--- src/rtl/dmem_port_arbiter.sv ---
// dmem_port_arbiter
// Lets the memory-stage (core) port and the debug/loader port share one
// single-port, synchronous-read data memory. The arbiter issues at most one
// access per cycle. The core port has priority. A starvation counter makes
// sure a pending debug request is granted after at most STARVE_LIMIT losses.
//
// Ports:
//   clk, resetn            clock; asynchronous active-low reset
//   core_req/we/addr/wdata/wcmd -> core_gnt, core_rvalid, core_rdata
//   dbg_req/we/addr/wdata       -> dbg_gnt,  dbg_rvalid,  dbg_rdata
//   stall_pipeline         core request pending but not granted this cycle
//   mem_addr/we/wdata/wcmd memory command for the granted access (zero when idle)
//   mem_rdata              memory read data, valid the cycle after a read issues
module dmem_port_arbiter #(
  parameter int unsigned STARVE_LIMIT = 4
) (
  input  logic        clk,
  input  logic        resetn,
  input  logic        core_req,
  input  logic        core_we,
  input  logic [31:0] core_addr,
  input  logic [31:0] core_wdata,
  input  logic [1:0]  core_wcmd,
  output logic        core_gnt,
  output logic        core_rvalid,
  output logic [31:0] core_rdata,
  input  logic        dbg_req,
  input  logic        dbg_we,
  input  logic [31:0] dbg_addr,
  input  logic [31:0] dbg_wdata,
  output logic        dbg_gnt,
  output logic        dbg_rvalid,
  output logic [31:0] dbg_rdata,
  output logic        stall_pipeline,
  output logic [31:0] mem_addr,
  output logic        mem_we,
  output logic [31:0] mem_wdata,
  output logic [1:0]  mem_wcmd,
  input  logic [31:0] mem_rdata
);

  typedef enum logic [1:0] {
    RD_NONE = 2'd0,
    RD_CORE = 2'd1,
    RD_DBG  = 2'd2
  } rd_owner_t;

  localparam logic [3:0] LIMIT = 4'(STARVE_LIMIT);

  logic [3:0] starve_cnt;
  logic [3:0] starve_cnt_nxt;
  rd_owner_t  rd_owner;
  rd_owner_t  rd_owner_nxt;

  always_comb begin
    dbg_gnt        = dbg_req & (~core_req | (starve_cnt == LIMIT));
    core_gnt       = core_req & ~dbg_gnt;
    stall_pipeline = core_req & ~core_gnt;

    mem_addr  = '0;
    mem_we    = 1'b0;
    mem_wdata = '0;
    mem_wcmd  = 2'b00;
    if (dbg_gnt) begin
      mem_addr  = dbg_addr;
      mem_we    = dbg_we;
      mem_wdata = dbg_wdata;
      mem_wcmd  = 2'b10;
    end else if (core_gnt) begin
      mem_addr  = core_addr;
      mem_we    = core_we;
      mem_wdata = core_wdata;
      mem_wcmd  = core_wcmd;
    end

    // A debug request that is still waiting implies the core won this cycle.
    starve_cnt_nxt = starve_cnt;
    if (!dbg_req || dbg_gnt) begin
      starve_cnt_nxt = '0;
    end else if (starve_cnt != LIMIT) begin
      starve_cnt_nxt = starve_cnt + 4'd1;
    end

    rd_owner_nxt = RD_NONE;
    if (dbg_gnt && !dbg_we) begin
      rd_owner_nxt = RD_DBG;
    end else if (core_gnt && !core_we) begin
      rd_owner_nxt = RD_CORE;
    end
  end

  assign core_rvalid = (rd_owner == RD_CORE);
  assign dbg_rvalid  = (rd_owner == RD_DBG);

  // The read-data registers sample mem_rdata during the rvalid cycle.
  // They hold that value afterwards.
  always_ff @(posedge clk or negedge resetn) begin
    if (!resetn) begin
      starve_cnt <= '0;
      rd_owner   <= RD_NONE;
      core_rdata <= '0;
      dbg_rdata  <= '0;
    end else begin
      starve_cnt <= starve_cnt_nxt;
      rd_owner   <= rd_owner_nxt;
      if (rd_owner == RD_CORE) core_rdata <= mem_rdata;
      if (rd_owner == RD_DBG)  dbg_rdata  <= mem_rdata;
    end
  end

endmodule

--- config.mk ---
export PLATFORM = sky130hd
export DESIGN_NAME = dmem_port_arbiter
export DESIGN_NICKNAME = d
export VERILOG_FILES = /design/src/rtl/dmem_port_arbiter.sv
export SDC_FILE = /design/constraint.sdc
export NUM_CORES = 1
export LEC_CHECK = 0
export ABC_CLOCK_PERIOD_IN_PS = 2100
export BUFFER_PORTS_ARGS = -buffer_cell sky130_fd_sc_hd__buf_2
export CORE_AREA = 3 3 116 118
export CTS_CLUSTER_SIZE = 25
export DETAILED_ROUTE_END_ITERATION = 8
export DIE_AREA = 0 0 119 121
export PLACE_DENSITY_LB_ADDON = 0.05
export SLEW_MARGIN = 20
export SYNTH_ARGS = -nofsm -noshare
export SYNTH_HDL_FRONTEND = slang
export SYNTH_SLANG_ARGS = --single-unit
--- constraint.sdc ---
create_clock -name clk -period 2.1 [get_ports clk]
set_input_delay 0.21 -clock clk [delete_from_list [all_inputs] [get_ports clk]]
set_output_delay 0.21 -clock clk [all_outputs]
set_load 0.005 [all_outputs]
==> flow_summary.json, run 1 <==
{
  "outcome": "finished, violations left",
  "violations": "setup timing",
  "synth.cell_area_sq_mm": 0.00334,
  "arrival_ns": 1.90,
  "hp-start": "dbg_we",
  "rsz0062_at_grt": "true",
  "whs_endpoint": "rd_owner[1]",
  "busiest_layer": "met2",
  "grt_usage_pct": 18.2,
  "use_met3_pct": 7.09,
  "vias_per_cell": 4.60,
  "die_w_um": 119,
  "cts_tree": "built",
  "hpwl_mm": 10.3,
  "fin_skew_ns": 0.00413,
  "drive_gt1_share_pct": 72.3,
  "die_h_um": 121,
  "power_density_mw_per_mm2": 741,
  "syn_to_final_growth_pct": 69.6,
  "cts.clk_slew.worst_paths_ns": 0.05,
  "irDropWorstVdd_mv": 0.383,
  "grt_max_degree": 53,
  "gr-usage-met1_pct": 18.9,
  "final_cell_mix": "303 x buf_2, 70 x dfrtp_1, 64 x a22o_1, 64 x mux2_2, 12 x clkbuf_16",
  "ant_nets": 0,
  "grt_first_pass_wirelength_mm": 19.9,
  "drc": 0,
  "port_buffers": 303,
  "max_slew_margin_pct": 69.5,
  "p_leak_nw": 3.04,
  "antenna_found_initial": 5,
  "final_common_cell": "buf_2",
  "grt_overflow": 0,
  "synth_warnings": 0,
  "cts.sinks": 70,
  "synth-seq-cells": 70,
  "ys_types": 22,
  "hold_class": "in2reg",
  "placementRows": 41,
  "required_ns": 1.89,
  "path_max_fanout": 8,
  "finalSetupViolCount": 2,
  "holdWs_ns": 0.0536,
  "post-place-ws_ns": 0.205,
  "power.total_mw": 4.20,
  "whs_path_depth": 2,
  "end_kind": "primary output",
  "cts-root-buf": "clkbuf_16",
  "htreeDepth": 3,
  "post-route-period-util_pct": 101,
  "rr_endpoint": "rd_owner[1]",
  "r2r-start": "starve_cnt[1]",
  "yosysSeqAreaShare_pct": 52.4,
  "maxCapViolCount": 0,
  "startpoint_type": "register",
  "vias": 3408,
  "start_util_pct": 26.6,
  "drt_iter0_drc": 215,
  "drt-total-wl_mm": 13.9,
  "cts_max_path_buffers": 2,
  "wl_per_cell_um": 18.7,
  "cts_buffers": 9,
  "postSynthCellCount": 247,
  "finalMaxSlewViolations": 0,
  "fin_setup_tns_ns": -0.0195,
  "r2r_slack_ns": 0.62,
  "met2_usage_pct": 32.3,
  "dieArea_sq_mm": 0.0144,
  "insertion_delay_ns": 0.32,
  "gp_congestion": 0.860,
  "syn_nets": 417,
  "critPathKind": "reg2out",
  "max_freq_ghz": 0.473,
  "worstMarginPinSlew_ns": 0.457,
  "min_period_ns": 2.11,
  "firstDrtPassIters": 4,
  "syn_area_per_cell_sq_um": 13.5,
  "synthTopCellsByArea": "dfrtp_1 52%, mux2_2 22%, a22o_1 17%",
  "setup_slack_ns": -0.0121,
  "r2r_cells": 7,
  "synth_area_leader_cell": "dfrtp_1",
  "core_sq_mm": 0.0126,
  "hold_viol_final": 0,
  "grt_pass1_vias": 3619,
  "synth.top_cell.area_share_pct": 52.4,
  "top_level_ports": 304,
  "final_nets": 734
}
cell type report:
type | instances | area (sq um)
antenna | 2 | 5.00
inverter | 5 | 18.8
clock inverter | 1 | 5.00
multi-input combinational | 150 | 1470
clock buffer | 13 | 270
timing repair buffer | 328 | 1930
tap | 172 | 215
sequential | 70 | 1750
fill | 1219 | 6900
where the power goes:
part           internal [mW]  switching (mW)
sequential              1.59           0.108
combinational          0.663           0.458
clock                  0.880           0.499
worst max path at each step:
stage          cells after the start            end     startpoint  slack [ns]
2_1_floorplan                      7   mem_addr[11]  starve_cnt[0]        0.51
3_3_place_gp                       7   mem_addr[16]  starve_cnt[0]        0.24
3_5_place_dp                       7   mem_addr[16]  starve_cnt[0]        0.21
4_1_cts                            8  mem_wdata[19]  starve_cnt[1]       -0.05
5_1_grt                            8   mem_addr[11]  starve_cnt[1]       -0.11
6_report                           8   mem_addr[21]  starve_cnt[1]       -0.01
metal layers:
layer  wire [um]  part of all wire [%]
met4         464                   3.3
met2        7460                    54
met5          40                  0.29
met1        4590                    33
met3        1320                   9.5
flip-flops by register name, indices dropped and copies added, names as in the netlist:
name,count
starve_cnt,4
core_rdata,32
rd_owner,2
dbg_rdata,32
per-stage QoR:
stage          instances  utilization, %  area, sq um
2_1_floorplan        247               -         3340
3_3_place_gp         708            40.3         5070
3_5_place_dp         708            40.3         5070
4_1_cts              736            44.4         5590
5_1_grt              741            45.1         5670
6_report             741            45.1         5670
synth_stat cells:
cell	count
xnor2_1	1
nand3_1	2
and2_1	2
dfrtp_1	70
buf_2	14
ha_1	2
nor3_1	1
buf_6	2
buf_4	5
nand3b_1	1
a21o_1	1
nor2_2	1
a21boi_2	1
mux2_2	64
xor2_1	1
and4b_1	1
nor2b_1	2
nand2b_1	1
a22o_1	65
clkbuf_1	1
nor2_1	4
inv_1	5
logic make-up (layout without fill, tap and decap cells):
family	Yosys count	in the layout	share of synthesized area (%)
xor gates and xnor gates	2	2	0.524
DFF	70	70	52.4
buffers and inverters	27	347	4.57
other	0	2	0
and+or+nand+nor	15	15	2.55
muxes	64	64	21.6
AOI/OAI and AO/OA	67	67	17.6
adders and majority gates	2	2	0.749
worst max-delay path, stage by stage (launching register included):
cell and delay [ns]:
dfrtp_1 0.40, inv_1 0.06, ha_1 0.15, and4b_2 0.28
nor2_4 0.05, buf_12 0.15, clkbuf_16 0.17, a22o_1 0.20
buf_2 0.13
repair_timing:
item | CTS | global route
hold buffers | 1 | 0
pin swaps | 13 | 4
buffers inserted | 8 | 1
resized for setup | 11 | 6
endpoints found under the setup margin | 66 | 67
gates cloned | 5 | 3
endpoints found under the hold margin | 18 | 0
(Power assumes the default switching activity.)
==> inputs of run 2 (changes only) <==
--- a/config.mk
+++ b/config.mk
@@ -6,11 +6,11 @@
 export NUM_CORES = 1
 export LEC_CHECK = 0
 export ABC_CLOCK_PERIOD_IN_PS = 2100
-export BUFFER_PORTS_ARGS = -buffer_cell sky130_fd_sc_hd__buf_2
-export CORE_AREA = 3 3 116 118
+export CORE_AREA = 2 2 118 120
 export CTS_CLUSTER_SIZE = 25
 export DETAILED_ROUTE_END_ITERATION = 8
-export DIE_AREA = 0 0 119 121
+export DIE_AREA = 0 0 120 122
+export DONT_BUFFER_PORTS = 1
 export PLACE_DENSITY_LB_ADDON = 0.05
 export SLEW_MARGIN = 20
 export SYNTH_ARGS = -nofsm -noshare
==> run 2 against run 1 <==
The run now ends clean. Maximum frequency increased by 4.2%. Critical path depth fell by 1. Utilization down 15 points. Die area rose by 1.7%. Cell count shrank 41%. First-iteration DRC count shrank 65%. Largest cell class is now flip-flops and latches. Highest routed layer is now met4.
==> flow_summary.json, run 2 (synthesis gave the netlist of run 1 again) <==
{
  "rsz0062_at_grt": "true",
  "final_cell_mix": "70 x dfrtp_1, 64 x a22o_1, 64 x mux2_2, 11 x clkbuf_16, 5 x inv_1",
  "end_kind": "primary output",
  "fin_area_sq_mm": 0.00407,
  "max_slew_margin_pct": 76.0,
  "hp-start": "mem_rdata[24]",
  "whs_path_depth": 1,
  "r2r_cells": 7,
  "p_leak_nw": 1.76,
  "irDropWorstVdd_mv": 0.323,
  "startpoint_type": "register",
  "core_sq_mm": 0.0135,
  "gp_congestion": 0.814,
  "start_util_pct": 24.7,
  "crit_family": "compound AO/OA/AOI/OAI gates",
  "final_nets": 423,
  "p_int_mw": 3.15,
  "max_freq_ghz": 0.493,
  "arrival_ns": 1.82,
  "insertion_delay_ns": 0.32,
  "fin_skew_ns": 0.00556,
  "die_h_um": 122,
  "critPathKind": "reg2out",
  "placed_area_sq_mm": 0.00354,
  "power_density_mw_per_mm2": 1010,
  "final_common_cell": "dfrtp_1",
  "p_sw_mw": 0.958,
  "drive_gt1_share_pct": 37.7,
  "syn_to_final_growth_pct": 21.9,
  "finalSetupViolCount": 0,
  "rr_endpoint": "rd_owner[1]",
  "wl_per_cell_um": 28.0,
  "critPathLaunch": "starve_cnt[0]",
  "grt_first_pass_wirelength_mm": 15.9,
  "placementRows": 43,
  "clock_power_share_pct": 43.3,
  "htreeDepth": 3,
  "dieArea_sq_mm": 0.0146,
  "combPwrFrac_pct": 13.0,
  "vias_per_cell": 5.13,
  "fin_cells": 437,
  "required_ns": 1.89,
  "port_buffers": 0,
  "cts-root-buf": "clkbuf_16",
  "fin_setup_tns_ns": 0,
  "critical_path_buf_inv_count": 3,
  "grt_usage_pct": 15.2,
  "die_w_um": 120,
  "worstMarginPinSlew_ns": 0.360,
  "grt_max_degree": 71,
  "post-route-period-util_pct": 96.5,
  "min_period_ns": 2.03,
  "firstDrtPassIters": 4,
  "drt_iter0_drc": 75,
  "hold_class": "in2reg",
  "largestRegisters": "core_rdata (32), dbg_rdata (32), starve_cnt (4)",
  "swShare_pct": 23.3,
  "vias": 2242,
  "grt_overflow": 0,
  "cts.clk_slew.worst_paths_ns": 0.06,
  "cp_slowest_cell": "dfrtp_1",
  "numPlacedInstances": 412,
  "cts.sinks": 70,
  "r2r_slack_ns": 0.59,
  "top_level_ports": 304,
  "whs_endpoint": "core_rdata[24]",
  "drt-total-wl_mm": 12.2,
  "antenna_cells": 0,
  "cts_max_path_buffers": 2,
  "finalMaxSlewViolations": 0,
  "maxCapViolCount": 0,
  "critPathMaxStageDelay_ns": 0.39,
  "cts_tree": "built",
  "hold_viol_final": 0,
  "crit_chain": "inv_1, ha_1, nand3b_1, a21boi_4, buf_12, clkbuf_16, a22o_1",
  "p_seq_share_pct": 43.6,
  "outcome": "complete, no violations",
  "drc": 0,
  "holdWs_ns": 0.0320,
  "r2r-start": "starve_cnt[0]",
  "hpwl_mm": 9.42,
  "ant_nets": 0,
  "antenna_found_initial": 0,
  "cts_buffers": 9,
  "path_max_fanout": 13,
  "grt_pass1_vias": 2248
}
[run 2: cell types whose count changed in the layout (fill, tap and decap cells not counted), sizes merged]
| cell | change |
|---|---|
| buf | -312 |
| bufinv | +3 |
| clkbuf | -2 |
| clkinv | -1 |
| diode | -2 |
| dlygate4sd3 | +2 |
[run 2: metal layers]
metal	vias up	wire length (um)	GRT usage, %
met3	7	1550	8.57
met2	150	6590	26.4
met5	-	0	0
met4	0	127	4.85
met1	1144	3980	15.5
li1	941	-	-
[run 2: what timing repair did]
item / in CTS / in global routing
setup buffers: 0 / 3
setup endpoints to repair: 0 / 67
resized for setup: 0 / 4
hold buffers: 4 / 0
endpoints found under the hold margin: 72 / 0
[run 2: layout make-up]
class	count	area, sq um
tap	180	225
fill	1359	9430
sequential	70	1750
clock buffer	12	267
clock inverter	3	90.1
timing repair buffer	17	255
inverter	5	18.8
multi-input combinational	150	1470
[run 2: per-stage QoR]
step                setup slack (ns)  total power [mW]  utilization, %
floorplan                      0.509              2.15               -
global placement               0.401              2.30            26.2
detailed placement             0.384              2.31            26.2
CTS                           0.0136              4.17            29.3
global route                 -0.0273              4.32            30.2
finish                        0.0734              4.11            30.2
[run 2: worst max-delay path by stage]
stage,to,slack (ns),cells past startpoint
after global placement,mem_wdata[24],0.40,6
final,mem_addr[5],0.07,7
after CTS,mem_addr[17],0.01,6
after global routing,mem_wdata[13],-0.03,7
after floorplan,mem_addr[11],0.51,7
after detailed placement,mem_addr[17],0.38,6
[run 2: power by group through the flow]
| stage | Combinational (mW) | Sequential [mW] | Clock, mW |
|---|---|---|---|
| detailed placement | 0.479 | 1.83 | 0 |
| floorplan | 0.403 | 1.75 | 0 |
| global placement | 0.466 | 1.83 | 0 |
| finish | 0.536 | 1.79 | 1.78 |
| CTS | 0.519 | 1.80 | 1.85 |
| global route | 0.587 | 1.82 | 1.91 |
==> inputs of run 3 (changes only) <==
==> constraint.sdc (replaced) <==
create_clock -name clk -period 2.1 [get_ports clk]
set_input_delay 0.21 -clock clk [delete_from_list [all_inputs] [get_ports clk]]
set_output_delay 0.21 -clock clk [all_outputs]
set_load 0.1 [all_outputs]
==> run 3 against run 2 <==
The flow now finishes with violations (setup timing). Hold slack worse by 0.0038 ns. Global-route usage is 3.4 points higher. Clock skew is 0.00098 ns lower. Register-to-register slack worse by 0.04 ns. Maximum frequency is 11% lower. Count of clock-buffer cells in the layout is 1 lower. Sequential power is 7% lower. Critical path depth is 1 higher. Largest power group is now combinational logic.
==> flow_summary.json, run 3 (synthesis gave the netlist of run 1 again) <==
{
  "critPathMaxStageDelay_ns": 0.38,
  "r2r_cells": 7,
  "drt_iter0_drc": 104,
  "min_period_ns": 2.28,
  "critical_path_buf_inv_count": 4,
  "grt_usage_pct": 18.6,
  "cts-root-buf": "clkbuf_16",
  "fin_skew_ns": 0.00458,
  "start_util_pct": 24.7,
  "largestRegisters": "core_rdata (32), dbg_rdata (32), starve_cnt (4)",
  "antenna_cells": 0,
  "maxCapViolCount": 0,
  "required_ns": 1.89,
  "path_max_fanout": 8,
  "irDropWorstVdd_mv": 0.413,
  "end_kind": "primary output",
  "grt_overflow": 0,
  "max_slew_margin_pct": 77.5,
  "finalSetupViolCount": 67,
  "cts_tree": "built",
  "core_sq_mm": 0.0135,
  "port_buffers": 0,
  "grt_pass1_vias": 3055,
  "grt_first_pass_wirelength_mm": 19.7,
  "cts.sinks": 70,
  "final_nets": 579,
  "cts.clk_slew.worst_paths_ns": 0.05,
  "p_leak_nw": 3.13,
  "htreeDepth": 3,
  "final_cell_mix": "75 x buf_4, 72 x buf_12, 70 x dfrtp_1, 64 x mux2_2, 59 x a22o_4",
  "setup_slack_ns": -0.182,
  "drc": 0,
  "violations": "setup timing",
  "cp.depth": 8,
  "fin_area_sq_mm": 0.00687,
  "holdWs_ns": 0.0282,
  "numPlacedInstances": 548,
  "critPathLaunch": "starve_cnt[1]",
  "hold_viol_final": 0,
  "drt-total-wl_mm": 14.2,
  "post-place-ws_ns": 0.147,
  "insertion_delay_ns": 0.33,
  "placed_area_sq_mm": 0.00548,
  "postLayoutCoreUtil_pct": 50.9,
  "die_h_um": 122,
  "critPathKind": "reg2out",
  "vias_per_cell": 4.79,
  "cts_max_path_buffers": 2,
  "crit_end": "mem_we",
  "dieArea_sq_mm": 0.0146,
  "finalMaxSlewViolations": 0,
  "placementRows": 43,
  "syn_to_final_growth_pct": 106,
  "antenna_found_initial": 0,
  "r2r-start": "starve_cnt[1]",
  "firstDrtPassIters": 4,
  "gp_congestion": 0.778,
  "fin_cells": 593,
  "vias": 2839,
  "cp_slowest_cell": "dfrtp_1",
  "drive_gt1_share_pct": 77.2,
  "rr_endpoint": "rd_owner[1]",
  "hold_class": "in2reg",
  "power.total_mw": 7.47,
  "cts_buffers": 9,
  "whs_path_depth": 1,
  "crit_family": "buffers and inverters",
  "wl_per_cell_um": 24.0,
  "grt_max_degree": 71,
  "rsz0062_at_grt": "true",
  "ant_nets": 0,
  "fillers": 1137,
  "post-route-period-util_pct": 109,
  "outcome": "finished, violations left",
  "hpwl_mm": 10.1,
  "top_level_ports": 304,
  "final_common_cell": "buf_4",
  "crit_chain": "inv_1, ha_2, nand3b_1, a21boi_4, buf_6, buf_16, a22o_1, buf_12",
  "arrival_ns": 2.07,
  "fin_setup_tns_ns": -7.96,
  "worstMarginPinSlew_ns": 0.338,
  "die_w_um": 120,
  "startpoint_type": "register",
  "r2r_slack_ns": 0.55,
  "max_freq_ghz": 0.438,
  "power_density_mw_per_mm2": 1090
}
[run 3: worst min-delay path by stage]
stage,from,end
2_1_floorplan,resetn,core_rdata[0]
3_3_place_gp,resetn,dbg_rdata[25]
3_5_place_dp,resetn,dbg_rdata[25]
4_1_cts,mem_rdata[11],core_rdata[11]
5_1_grt,mem_rdata[10],dbg_rdata[10]
6_report,mem_rdata[11],core_rdata[11]
[run 3: power by group]
part / internal (mW) / switching (mW)
Combinational: 1.15 / 3.04
Sequential: 1.59 / 0.0779
Clock: 1.09 / 0.522
Total: 3.83 / 3.64
[run 3: worst register-to-register path, stage by stage (launching register included)]
cell       delay [ns]
dfrtp_1          0.38
inv_1            0.07
ha_2             0.17
nand3b_1         0.15
a21boi_4         0.24
buf_6            0.18
clkbuf_16        0.17
nor2b_1          0.12
[run 3: timing repair]
action / CTS / global route
pin swaps: 10 / 29
gates resized for setup: 59 / 26
hold buffers: 4 / 0
endpoints found under the hold margin: 72 / 0
gates cloned: 10 / 6
buffers inserted: 10 / 1
setup endpoints to repair: 68 / 68
[run 3: cell type report]
type / instances / area [sq um] / share of cell area [%]
Timing Repair Buffer: 173 / 2560 / 37.3
Inverter: 5 / 18.8 / 0.273
Tap cell: 180 / 225 / 3.28
Multi-Input combinational cell: 150 / 1990 / 29.0
Clock buffer: 11 / 253 / 3.68
Sequential cell: 70 / 1750 / 25.5
Clock inverter: 4 / 70.1 / 1.02
[run 3: per-layer routing]
layer,track usage [%],wire (um),vias to the layer above
met3,7.49,1490,13
met5,0,0,-
met1,18.3,4380,1383
met4,5.66,184,0
li1,-,-,1278
met2,35.4,8160,165
